==> src/rtl/hazard_pkg.sv <==
// Shared types for the hazard tracker: per-stage control/tag bundle carried D->E->M->W.
package hazard_pkg;

  localparam int RA_W_DEFAULT = 4;

  typedef struct packed {
    logic                    valid;
    logic                    regwrite;
    logic                    memtoreg;
    logic                    pcsrc;
    logic                    branch;
    logic [RA_W_DEFAULT-1:0] wa;
  } stage_ctrl_t;

endpackage

==> src/rtl/hazard_stage_reg.sv <==
// One pipeline stage register of stage_ctrl_t with sync reset, clear (bubble) and enable.
module hazard_stage_reg
  import hazard_pkg::*;
(
  input  logic        clk,
  input  logic        reset,
  input  logic        clear,
  input  logic        en,
  input  stage_ctrl_t d,
  output stage_ctrl_t q
);

  always_ff @(posedge clk) begin
    if (reset) begin
      q <= '0;
    end else if (clear) begin
      q <= '0;
    end else if (en) begin
      q <= d;
    end
  end

endmodule

==> src/rtl/hazard_tracker.sv <==
// Producer side of the pipeline hazard handshake: carries dest tags/controls D->E->M->W,
// reports tag matches and pending writes, applies StallD/FlushD/FlushE, counts stalls/flushes.
module hazard_tracker
  import hazard_pkg::*;
#(
  parameter int RA_W   = RA_W_DEFAULT,
  parameter int STAT_W = 16
) (
  input  logic              clk,
  input  logic              reset,
  input  logic [RA_W-1:0]   RA1D,
  input  logic [RA_W-1:0]   RA2D,
  input  logic [RA_W-1:0]   WA3D,
  input  logic              RegWriteD,
  input  logic              MemtoRegD,
  input  logic              PCSrcD,
  input  logic              BranchD,
  input  logic              CondExE,
  input  logic              StallD,
  input  logic              FlushD,
  input  logic              FlushE,
  output logic              Match_1E_M,
  output logic              Match_1E_W,
  output logic              Match_2E_M,
  output logic              Match_2E_W,
  output logic              Match_12D_E,
  output logic              RegWriteM,
  output logic              RegWriteW,
  output logic              MemtoRegE,
  output logic              PCSrcW,
  output logic              PCWrPendingF,
  output logic              BranchTakenE,
  output logic [STAT_W-1:0] StallCnt,
  output logic [STAT_W-1:0] FlushCnt
);

  // Stall/flush contract: the hazard unit samples our Match_*/pending outputs combinationally
  // and returns StallD/FlushD/FlushE, which only take effect at the next rising edge.
  logic            valid_d;
  logic [RA_W-1:0] ra1_e;
  logic [RA_W-1:0] ra2_e;
  stage_ctrl_t     e_d, e_q, m_d, m_q, w_q;
  logic            unused_w_bits;

  always_ff @(posedge clk) begin
    if (reset) begin
      valid_d <= 1'b0;
    end else if (FlushD) begin
      valid_d <= 1'b0;
    end else if (!StallD) begin
      valid_d <= 1'b1;
    end
  end

  // Source tags only matter in E; their content during a flushed E is don't-care.
  always_ff @(posedge clk) begin
    if (reset) begin
      ra1_e <= '0;
      ra2_e <= '0;
    end else begin
      ra1_e <= RA1D;
      ra2_e <= RA2D;
    end
  end

  always_comb begin
    e_d          = '0;
    e_d.valid    = valid_d;
    e_d.regwrite = RegWriteD & valid_d;
    e_d.memtoreg = MemtoRegD & valid_d;
    e_d.pcsrc    = PCSrcD & valid_d;
    e_d.branch   = BranchD & valid_d;
    e_d.wa       = WA3D;

    m_d          = '0;
    m_d.valid    = e_q.valid;
    m_d.regwrite = e_q.regwrite & CondExE & e_q.valid;
    m_d.memtoreg = e_q.memtoreg & CondExE & e_q.valid;
    m_d.pcsrc    = e_q.pcsrc & CondExE & e_q.valid;
    m_d.branch   = e_q.branch & e_q.valid;
    m_d.wa       = e_q.wa;
  end

  hazard_stage_reg u_stage_e (
    .clk   (clk),
    .reset (reset),
    .clear (FlushE),
    .en    (1'b1),
    .d     (e_d),
    .q     (e_q)
  );

  hazard_stage_reg u_stage_m (
    .clk   (clk),
    .reset (reset),
    .clear (1'b0),
    .en    (1'b1),
    .d     (m_d),
    .q     (m_q)
  );

  hazard_stage_reg u_stage_w (
    .clk   (clk),
    .reset (reset),
    .clear (1'b0),
    .en    (1'b1),
    .d     (m_q),
    .q     (w_q)
  );

  // Matches are deliberately not gated by RegWrite; the hazard unit does that.
  assign Match_1E_M  = e_q.valid & m_q.valid & (ra1_e == m_q.wa);
  assign Match_1E_W  = e_q.valid & w_q.valid & (ra1_e == w_q.wa);
  assign Match_2E_M  = e_q.valid & m_q.valid & (ra2_e == m_q.wa);
  assign Match_2E_W  = e_q.valid & w_q.valid & (ra2_e == w_q.wa);
  assign Match_12D_E = valid_d & e_q.valid & ((RA1D == e_q.wa) | (RA2D == e_q.wa));

  assign RegWriteM    = m_q.regwrite;
  assign RegWriteW    = w_q.regwrite;
  assign PCSrcW       = w_q.pcsrc;
  assign MemtoRegE    = e_q.valid & e_q.memtoreg;
  assign BranchTakenE = e_q.valid & e_q.branch & CondExE;
  // The E term ignores CondExE on purpose: fetch stalls conservatively until E resolves.
  assign PCWrPendingF = (valid_d & PCSrcD) | (e_q.valid & e_q.pcsrc) | m_q.pcsrc;

  assign unused_w_bits = w_q.memtoreg ^ w_q.branch;

  always_ff @(posedge clk) begin
    if (reset) begin
      StallCnt <= '0;
      FlushCnt <= '0;
    end else begin
      if (StallD && (StallCnt != '1)) StallCnt <= StallCnt + STAT_W'(1);
      if (FlushE && (FlushCnt != '1)) FlushCnt <= FlushCnt + STAT_W'(1);
    end
  end

endmodule

==> config.mk <==
export PLATFORM = sky130hd
export DESIGN_NAME = hazard_tracker
export DESIGN_NICKNAME = d
export VERILOG_FILES = /design/src/rtl/hazard_pkg.sv /design/src/rtl/hazard_stage_reg.sv /design/src/rtl/hazard_tracker.sv
export SDC_FILE = /design/constraint.sdc
export NUM_CORES = 1
export LEC_CHECK = 0
export BUFFER_PORTS_ARGS = -buffer_cell sky130_fd_sc_hd__buf_2
export CAP_MARGIN = 20
export CELL_PAD_IN_SITES_DETAIL_PLACEMENT = 1
export CELL_PAD_IN_SITES_GLOBAL_PLACEMENT = 1
export CORE_UTILIZATION = 46
export CTS_BUF_LIST = sky130_fd_sc_hd__clkbuf_4 sky130_fd_sc_hd__clkbuf_8
export CTS_CLUSTER_DIAMETER = 30
export DETAILED_ROUTE_END_ITERATION = 7
export PLACE_DENSITY = 0.86
export SLEW_MARGIN = 20
export SYNTH_ARGS = -nofsm -noshare
export SYNTH_HDL_FRONTEND = slang
export SYNTH_HIERARCHICAL = 1
export SYNTH_SLANG_ARGS = --single-unit
export TNS_END_PERCENT = 100
==> constraint.sdc <==
create_clock -name clk -period 4.4 [get_ports clk]
set_input_delay 0.44 -clock clk [delete_from_list [all_inputs] [get_ports clk]]
set_output_delay 0.44 -clock clk [all_outputs]
set_load 0.05 [all_outputs]
# --- Word level (Yosys, flattened, before mapping) ---
# Cells that the tools add are included.
# W data, S select, Z words.
word_totals:
  regBits: 64
  inputBits: 22
  out_inout_bits: 43
  wordCells: 56
op_classes:
  addsub: 2
  eq_ne: 8
  bitwise: 23
  reduce_logical: 4
op_table:
  columns: ["cell", "count"]
  rows:
  - ["$add A16 B1 Y16 const B", 2]
  - ["$ne A16 B16 Y1 const B", 2]
  - ["$eq A4 B4 Y1", 6]
  - ["$and A1 B1 Y1", 20]
  - ["$reduce_or A2 Y1", 2]
  - ["$or A1 B1 Y1", 3]
  - ["$logic_and A1 B1 Y1", 2]

# --- Logic depth before layout (Yosys ltp) ---
# Gate-level depths: netlist (run 1).
logic_depth:
  ltp_word: 3
  depth_mapped: 6

# --- Cells and area by module ---
# Netlist (run 1), hierarchy kept.
by_module_without_submodules:
  columns: ["module", "instances", "cells_each", "area_each_um2", "seq_area_each_um2"]
  rows:
  - ["hazard_tracker", 1, 258, 2252.2, 820.8]
  - ["hazard_stage_reg", 3, 30, 329.1, 180.2]

# --- Worst setup path before layout (run 1) ---
# No wires, ideal clock.
synth_path:
  kind: "register -> output"
  start: "register u_stage_e/q[8] (netlist bit)"
  end: "output port Match_1E_M"
  t_arrival_ns: 1.967
  required_ns: 3.960
  slack_ns: 1.993
  stages_incl_launch_ff: 5
  cell_sequence: "dfxtp_1 -> clkbuf_1 -> nand2_1 -> a221o_1 -> nor3_1"
synth_between:
  elab_chain_cells: 2
synth_lines:
  columns: ["element", "line_no", "rtl"]
  rows:
  - ["start: declaration", "hazard_stage_reg.sv:10", "output stage_ctrl_t q"]
  - ["start signal: assignment", "hazard_stage_reg.sv:15", "q <= '0;"]
  - ["start signal: assignment", "hazard_stage_reg.sv:17", "q <= '0;"]
  - ["start signal: assignment", "hazard_stage_reg.sv:19", "q <= d;"]
  - ["$and A1 B1 Y1 (2 in a row)", "hazard_tracker.sv:112", "assign Match_1E_M = e_q.valid & m_q.valid & (ra1_e == m_q.wa);"]
  - ["end: declaration", "hazard_tracker.sv:22", "output logic Match_1E_M,"]
# Every way passes these cells.

# --- Worst setup path after layout (run 1) ---
layout_path:
  start: "register StallCnt[0]"
  end: "register StallCnt[7]"
layout_between:
  elab_chain_cells: 2
  elab_cells_between_ends: 3
  classes_between: "add/sub: 1; eq/ne: 1; reduce/logical: 1"
layout_lines:
  columns: ["element", "line_no", "rtl"]
  rows:
  - ["start: declaration", "hazard_tracker.sv:33", "output logic [STAT_W-1:0] StallCnt,"]
  - ["start signal: assignment", "hazard_tracker.sv:133", "if (StallD && (StallCnt != '1)) StallCnt <= StallCnt + STAT_W'(1);"]
  - ["parallel branches: the longest is 2 deep, another holds $add A16 B1 Y16", null, null]
# Parallel ways; which one is timed is not known.
# A chain may end at the register's enable or synchronous reset.

==> flow_metrics.tcl, run 1 <==
set metrics [dict create \
    outcome "complete, but fails checks" \
    violations "DRC" \
    die_width_um 84.0 \
    root_buffer "clkbuf_8" \
    rows 29 \
    ctsResizeCount 0 \
    maxCapViolCount 0 \
    clock_sinks 64 \
    antenna_found_initial 0 \
    critPathLaunchType "register" \
    powerDensity_nw_per_um2 332 \
    final_cell_mix "64 x dfxtp_1, 64 x buf_2, 42 x nor2_1, 26 x mux2i_1, 15 x a21oi_1" \
    fin_setup_tns_ns 0 \
    final-hold-violation-count 0 \
    cts_buffer_depth 2 \
    coreArea_um2 6420 \
    peakVddDrop_v 0.000189 \
    cts_setup_buffers 0 \
    portBuffers 64 \
    io-pin-count 65 \
    antenna_cells 0 \
    final-max-slew-violation-count 0 \
    grtUsageTotal 0.234 \
    ctsHoldBuffers 0 \
    p_leak_nw 1.52 \
    final_util 0.562 \
    fin_nets 423 \
    slew_headroom 0.347 \
    slowest_delay_ns 0.96 \
    htreeDepth 3 \
    drive_gt1_frac 0.238 \
    dpl.hpwl_mm 5.73 \
    vias_per_cell 5.65 \
    required_ns 4.66 \
    setup_viol 0 \
    drt-wirelength-per-cell_um 16.5 \
    area_delta_synth_final_pct 16.8 \
    cts_buffers 9 \
    cp-end-kind "register" \
    grt_pass1_vias 2683 \
    path_cells "ha_1, nand4_2, o41ai_2, o21ai_0, a21oi_1" \
    crit_fanout 12 \
    cp.arrival_ns 2.56 \
    fin_crit_sh 0.523 \
    drc_errors 8 \
    start_util 0.481 \
    dr.pass1.iters 6 \
    drt_iter0_drc 72 \
    syn_area_um2 3090 \
    synthCells 334 \
    final.setup_skew_ns 0.00987 \
    rsz0062_at_grt "no" \
    cts_tree "yes" \
    fillers 775 \
    worstMarginPinSlew_ns 0.968 \
    dr_total_vias 2717 \
    timing.fmax_ghz 0.435 \
    grt_max_degree 47 \
    reg2reg_slack_ns 2.10 \
    hp-class "primary input to register" \
    clock_latency_ns 0.34 \
    crit_type "register to register" \
    grt-ovfl-total 0 \
    drt_wl_total_mm 7.94 \
    syn-mean-instance-area_um2 9.26 \
    cpMaxStageDelayCell "o41ai_2" \
    die_h_um 84.0 \
    hold_slack_ns 0.259 \
    ant_nets 0 \
    fin_crit_ns 2.30 \
    p_total_mw 1.20 \
    clkTransAtPathRegs_ns 0.07 \
    die_area_um2 7050 \
    grt_pass1_wl_mm 12.8 \
    yosysWarnings 6 \
    gp_congestion 0.818 \
]
## worst max-delay path, delay by kind of cell, from the launching register on
kind	cells	cell delay (ns)
flip-flops	1	0.40
AND/OR/NAND/NOR	1	0.24
adder cells (fa/ha/maj)	1	0.23
AO/OA/AOI/OAI	3	1.35
## stage by stage
| step | instances | cell area, µm² | setup WS (ns) |
|---|---|---|---|
| 2_1_floorplan | 337 | 3100 | 2.02 |
| 5_1_grt | 481 | 3610 | 1.82 |
| 6_report | 481 | 3610 | 2.10 |
| 3_5_place_dp | 465 | 3420 | 2.11 |
| 4_1_cts | 481 | 3610 | 2.09 |
| 3_3_place_gp | 465 | 3420 | 2.19 |
## area by class of cell
| class | instances | area, µm² | share of cell area |
|---|---|---|---|
| inverter | 10 | 37.5 | 0.0104 |
| tap | 77 | 96.3 | 0.0267 |
| sequential | 64 | 1280 | 0.355 |
| timing repair buffer | 64 | 320 | 0.0887 |
| clock buffer | 9 | 124 | 0.0343 |
| multi-input combinational | 250 | 1680 | 0.466 |
| clock inverter | 7 | 71.3 | 0.0197 |
## power by group
group          switching, mW  internal (mW)
sequential            0.0127          0.589
clock                  0.243          0.261
combinational         0.0575         0.0346
## state kept, by name, summed over array words and instances, names as in the netlist
name / flops
u_stage_m/q: 7
ra2_e: 4
StallCnt: 16
ra1_e: 4
valid_d: 1
u_stage_w/q: 7
FlushCnt: 16
u_stage_e/q: 9
## path summary, 6_finish.rpt
kind              cells after the start           end          from
setup / recovery                      5   StallCnt[7]   StallCnt[0]
hold / removal                        2       valid_d        FlushD
setup reg to reg                      5   StallCnt[7]   StallCnt[0]
hold reg to reg                       2  FlushCnt[13]  FlushCnt[13]
## routing by layer
metal,share of wire,track usage,vias to the layer above
met5,0,0,-
met4,0.010,0.0799,0
met3,0.038,0.0485,5
met2,0.52,0.418,55
met1,0.43,0.276,1332
li1,-,-,1325
(Power assumes the default switching activity.)
==> inputs of run 2 (changes only) <==
--- a/config.mk
+++ b/config.mk
@@ -5,15 +5,16 @@
 export SDC_FILE = /design/constraint.sdc
 export NUM_CORES = 1
 export LEC_CHECK = 0
+export ABC_AREA = 1
 export BUFFER_PORTS_ARGS = -buffer_cell sky130_fd_sc_hd__buf_2
 export CAP_MARGIN = 20
 export CELL_PAD_IN_SITES_DETAIL_PLACEMENT = 1
 export CELL_PAD_IN_SITES_GLOBAL_PLACEMENT = 1
-export CORE_UTILIZATION = 46
+export CORE_UTILIZATION = 41
 export CTS_BUF_LIST = sky130_fd_sc_hd__clkbuf_4 sky130_fd_sc_hd__clkbuf_8
 export CTS_CLUSTER_DIAMETER = 30
 export DETAILED_ROUTE_END_ITERATION = 7
-export PLACE_DENSITY = 0.86
+export PLACE_DENSITY = 0.81
 export SLEW_MARGIN = 20
 export SYNTH_ARGS = -nofsm -noshare
 export SYNTH_HDL_FRONTEND = slang
==> constraint.sdc (replaced) <==
create_clock -name clk -period 2.3 [get_ports clk]
set_input_delay 0.23 -clock clk [delete_from_list [all_inputs] [get_ports clk]]
set_output_delay 0.23 -clock clk [all_outputs]
set_load 0.05 [all_outputs]
==> flow_metrics.tcl, run 2 <==
set metrics [dict create \
    outcome "complete, no violations" \
    crit_fanout 4 \
    die_width_um 96.6 \
    path_cells "inv_1, a21oi_1, nand4_1, a211oi_1, buf_2" \
    fin_setup_tns_ns 0 \
    powerDensity_nw_per_um2 588 \
    antenna_cells 0 \
    min_path_cells 2 \
    fillers 1205 \
    hold_path.startpoint "FlushD" \
    antenna_found_initial 0 \
    portBuffers 64 \
    vias_per_cell 4.86 \
    final-max-slew-violation-count 0 \
    rows 34 \
    dpl.hpwl_mm 6.93 \
    peakVddDrop_v 0.000246 \
    final_common_cell "nand2_1" \
    ctsHoldBuffers 0 \
    slowest_delay_ns 0.41 \
    drt_iter0_drc 60 \
    worstMarginPinSlew_ns 0.530 \
    grt_pass1_wl_mm 16.0 \
    grtUsageTotal 0.207 \
    crit_type "register to output pin" \
    setup_viol 0 \
    crit_start "u_stage_m/q[3]" \
    root_buffer "clkbuf_8" \
    clkTransAtPathRegs_ns 0.07 \
    p_leak_nw 2.03 \
    grt_pass1_vias 3532 \
    timing.fmax_ghz 0.561 \
    grt_max_degree 31 \
    syn-mean-instance-area_um2 6.68 \
    drive_gt1_frac 0.206 \
    ctsResizeCount 0 \
    p_total_mw 2.46 \
    gp_congestion 0.787 \
    final.setup_skew_ns 0.0131 \
    area_delta_synth_final_pct 14.2 \
    fin_crit_sh 0.775 \
    yosysWarnings 6 \
    io-pin-count 65 \
    grt-ovfl-total 0 \
    cts_setup_buffers 0 \
    cp-end-kind "output pin" \
    cpMaxStageDelayCell "dfxtp_1" \
    cp.arrival_ns 1.55 \
    clock_sinks 64 \
    final_cell_mix "142 x nand2_1, 110 x nor2_1, 73 x inv_1, 64 x dfxtp_1, 64 x buf_2" \
    cts_buffers 9 \
    critPathLaunchType "register" \
    drt_wl_total_mm 9.19 \
    placed_cell_area_um2 4000 \
    required_ns 2.07 \
    die_area_um2 9340 \
    drc_errors 0 \
    maxCapViolCount 0 \
    ant_nets 0 \
    dr.pass1.iters 4 \
    final-hold-violation-count 0 \
    r2r-start "StallCnt[0]" \
    drt-wirelength-per-cell_um 12.6 \
    cts_tree "yes" \
    syn_area_um2 3670 \
    fin_crit_ns 1.78 \
    htreeDepth 3 \
    synthCells 550 \
    clock_latency_ns 0.35 \
    slew_headroom 0.646 \
    fin_nets 640 \
    coreArea_um2 8680 \
    hp-class "primary input to register" \
    finalInstanceArea_um2 4190 \
    rsz0062_at_grt "no" \
    reg2regPathDepth 6 \
    start_util 0.423 \
    die_h_um 96.6 \
    cts_buffer_depth 2 \
    top_regs "FlushCnt (16), StallCnt (16), u_stage_e/q (9)" \
    dr_total_vias 3541 \
]
-- run 2: power breakdown --
| part | switching [mW] | internal [mW] | leakage, nW |
|---|---|---|---|
| clock network | 0.454 | 0.549 | 0.101 |
| registers | 0.0380 | 1.14 | 0.522 |
| logic | 0.183 | 0.0995 | 1.40 |
| total | 0.675 | 1.79 | 2.03 |
-- run 2: layout make-up --
| cell class | count | area [µm²] | area share |
|---|---|---|---|
| clock buffer | 13 | 154 | 0.0367 |
| clock inverter | 3 | 42.5 | 0.0101 |
| inverter | 73 | 274 | 0.0654 |
| multi-input combinational | 402 | 1970 | 0.470 |
| sequential | 64 | 1280 | 0.306 |
| tap | 108 | 135 | 0.0322 |
| timing repair buffer | 66 | 335 | 0.0800 |
-- run 2: final timing paths --
check	slack [ns]	to
hold reg to reg	0.53	StallCnt[1]
setup / recovery	0.52	Match_1E_M
hold / removal	0.06	valid_d
setup reg to reg	0.59	StallCnt[7]
-- run 2: layer usage --
metal,vias to the layer above,GRT usage,part of all wire
li1,1809,-,-
met1,1671,0.249,0.46
met2,50,0.367,0.49
met3,11,0.0397,0.030
met4,0,0.0677,0.015
met5,-,0,0
-- run 2: per-stage QoR --
| stage | hold slack (ns) | setup slack (ns) | cells | util |
|---|---|---|---|---|
| CTS | 0.0501 | 0.491 | 729 | 0.483 |
| finish | 0.0558 | 0.517 | 729 | 0.483 |
| floorplan | 0.306 | 0.162 | 553 | - |
| global placement | 0.408 | 0.711 | 713 | 0.460 |
| global route | 0.0436 | 0.373 | 729 | 0.483 |
| detailed placement | 0.419 | 0.604 | 713 | 0.460 |
-- run 2: worst max-delay path: cells and delay by family, from the launching register on --
family                 cells  cell delay, ns
AOI/OAI and AO/OA          2            0.30
buffers and inverters      2            0.40
DFF                        1            0.41
and+or+nand+nor            1            0.10
==> inputs of run 3 (changes only) <==
==> constraint.sdc (replaced) <==
create_clock -name clk -period 1.8 [get_ports clk]
set_input_delay 0.18 -clock clk [delete_from_list [all_inputs] [get_ports clk]]
set_output_delay 0.18 -clock clk [all_outputs]
set_load 0.05 [all_outputs]
==> flow_metrics.tcl, run 3 (synthesized netlist as in run 2, its figures left out) <==
set metrics [dict create \
    p_total_mw 3.09 \
    rsz0062_at_grt "yes" \
    dpl.hpwl_mm 6.88 \
    powerDensity_nw_per_um2 729 \
    grt_pass1_vias 3547 \
    drive_gt1_frac 0.215 \
    drt-wirelength-per-cell_um 12.3 \
    grt_pass1_wl_mm 15.8 \
    die_area_um2 9340 \
    drt_iter0_drc 35 \
    vias_per_cell 4.84 \
    root_buffer "clkbuf_8" \
    ant_nets 0 \
    final_common_cell "nand2_1" \
    fin_nets 643 \
    coreArea_um2 8680 \
    start_util 0.423 \
    fin_crit_sh 0.935 \
    top_regs "FlushCnt (16), StallCnt (16), u_stage_e/q (9)" \
    drt_wl_total_mm 9.00 \
    p_leak_nw 2.05 \
    grtUsageTotal 0.204 \
    cpMaxStageDelayCell "dfxtp_1" \
    cts_buffer_depth 2 \
    crit_fanout 3 \
    die_width_um 96.6 \
    htreeDepth 3 \
    hp-class "primary input to register" \
    final.setup_skew_ns 0.00578 \
    peakVddDrop_v 0.000524 \
    final-max-slew-violation-count 0 \
    die_h_um 96.6 \
    grt-ovfl-total 0 \
    final_util 0.488 \
    cts_setup_buffers 0 \
    cts_tree "yes" \
    fin_setup_tns_ns 0 \
    setup_viol 0 \
    io-pin-count 65 \
    portBuffers 64 \
    critPathLaunchType "register" \
    antenna_cells 0 \
    cp-end-kind "output pin" \
    crit_type "register to output pin" \
    required_ns 1.62 \
    final_cell_mix "142 x nand2_1, 110 x nor2_1, 73 x inv_1, 63 x buf_2, 61 x dfxtp_1" \
    outcome "complete, no violations" \
    antenna_found_initial 0 \
    dr_total_vias 3535 \
    maxCapViolCount 0 \
    cp.arrival_ns 1.50 \
    final-hold-violation-count 0 \
    rows 34 \
    cts_buffers 9 \
    clock_sinks 64 \
    dr.pass1.iters 4 \
    clkTransAtPathRegs_ns 0.07 \
    area_delta_synth_final_pct 15.3 \
    path_cells "nand2_1, a21oi_1, nand4_1, a211oi_2, buf_4" \
    clock_latency_ns 0.33 \
    gp_congestion 0.782 \
    timing.fmax_ghz 0.594 \
    slowest_delay_ns 0.37 \
    drc_errors 0 \
    grt_max_degree 31 \
    fin_crit_ns 1.68 \
]
-- run 3: cell count changes in the layout (fill, tap and decap cells not counted), moves of 2 or more --
cell / delta
dfxtp_2: +3
buf_4: +3
clkbuf_4: -3
clkinv_2: +2
dfxtp_1: -3
-- run 3: routing by layer --
layer,routed length [µm],vias to the layer above,global-route usage,share of wire
li1,-,1811,-,-
met2,4490,52,0.368,0.50
met5,0,-,0,0
met4,78,0,0.0597,0.0087
met3,305,7,0.0368,0.034
met1,4130,1665,0.247,0.46
-- run 3: final timing paths --
path / start / to / slack [ns] / depth (start not counted)
worst max-delay path: u_stage_m/q[8] / Match_1E_M / 0.12 / 5
worst min-delay path: RA2D[1] / ra2_e[1] / 0.07 / 3
worst max register to register: StallCnt[0] / StallCnt[2] / 0.14 / 6
worst min register to register: FlushCnt[1] / FlushCnt[1] / 0.52 / 2
-- run 3: worst max-delay path: cells and delay by family, from the launching register on --
kind	cells	cell delay, ns
AO/OA/AOI/OAI	2	0.34
flip-flops	1	0.37
AND/OR/NAND/NOR	2	0.23
buffers and inverters	1	0.23
-- run 3: area by class of cell --
cell class,instances,area [µm²]
sequential,64,1280
fill,1217,4450
multi-input combinational,402,1990
tap,108,135
inverter,73,274
clock buffer,11,145
timing repair buffer,69,363
clock inverter,4,45.0
-- run 3: power breakdown --
| group | switching, mW | internal (mW) | leakage, nW | total [mW] |
|---|---|---|---|---|
| Combinational | 0.233 | 0.130 | 1.42 | 0.363 |
| Sequential | 0.0473 | 1.46 | 0.523 | 1.51 |
| Clock | 0.540 | 0.678 | 0.102 | 1.22 |
| Total | 0.820 | 2.27 | 2.05 | 3.09 |
-- run 3: what timing repair did --
| action | 4_1_cts | 5_1_grt |
|---|---|---|
| endpoints found under the hold margin | 0 | 1 |
| resized for setup | 1 | 2 |
| hold buffers | 0 | 1 |
| pin swaps | 0 | 0 |
| cloned | 0 | 0 |
| endpoints found under the setup margin | 1 | 15 |
-- run 3: per-stage QoR --
stage                     worst slack (ns)  instance area [µm²]  hold slack [ns]  std cells
after floorplan                   0.000957                 3710            0.256        553
after global placement               0.208                 4020            0.356        715
after global routing               -0.0305                 4230           0.0641        731
after CTS                           0.0165                 4220          0.00308        730
final                                0.118                 4230           0.0716        731
after detailed placement             0.100                 4020            0.366        715
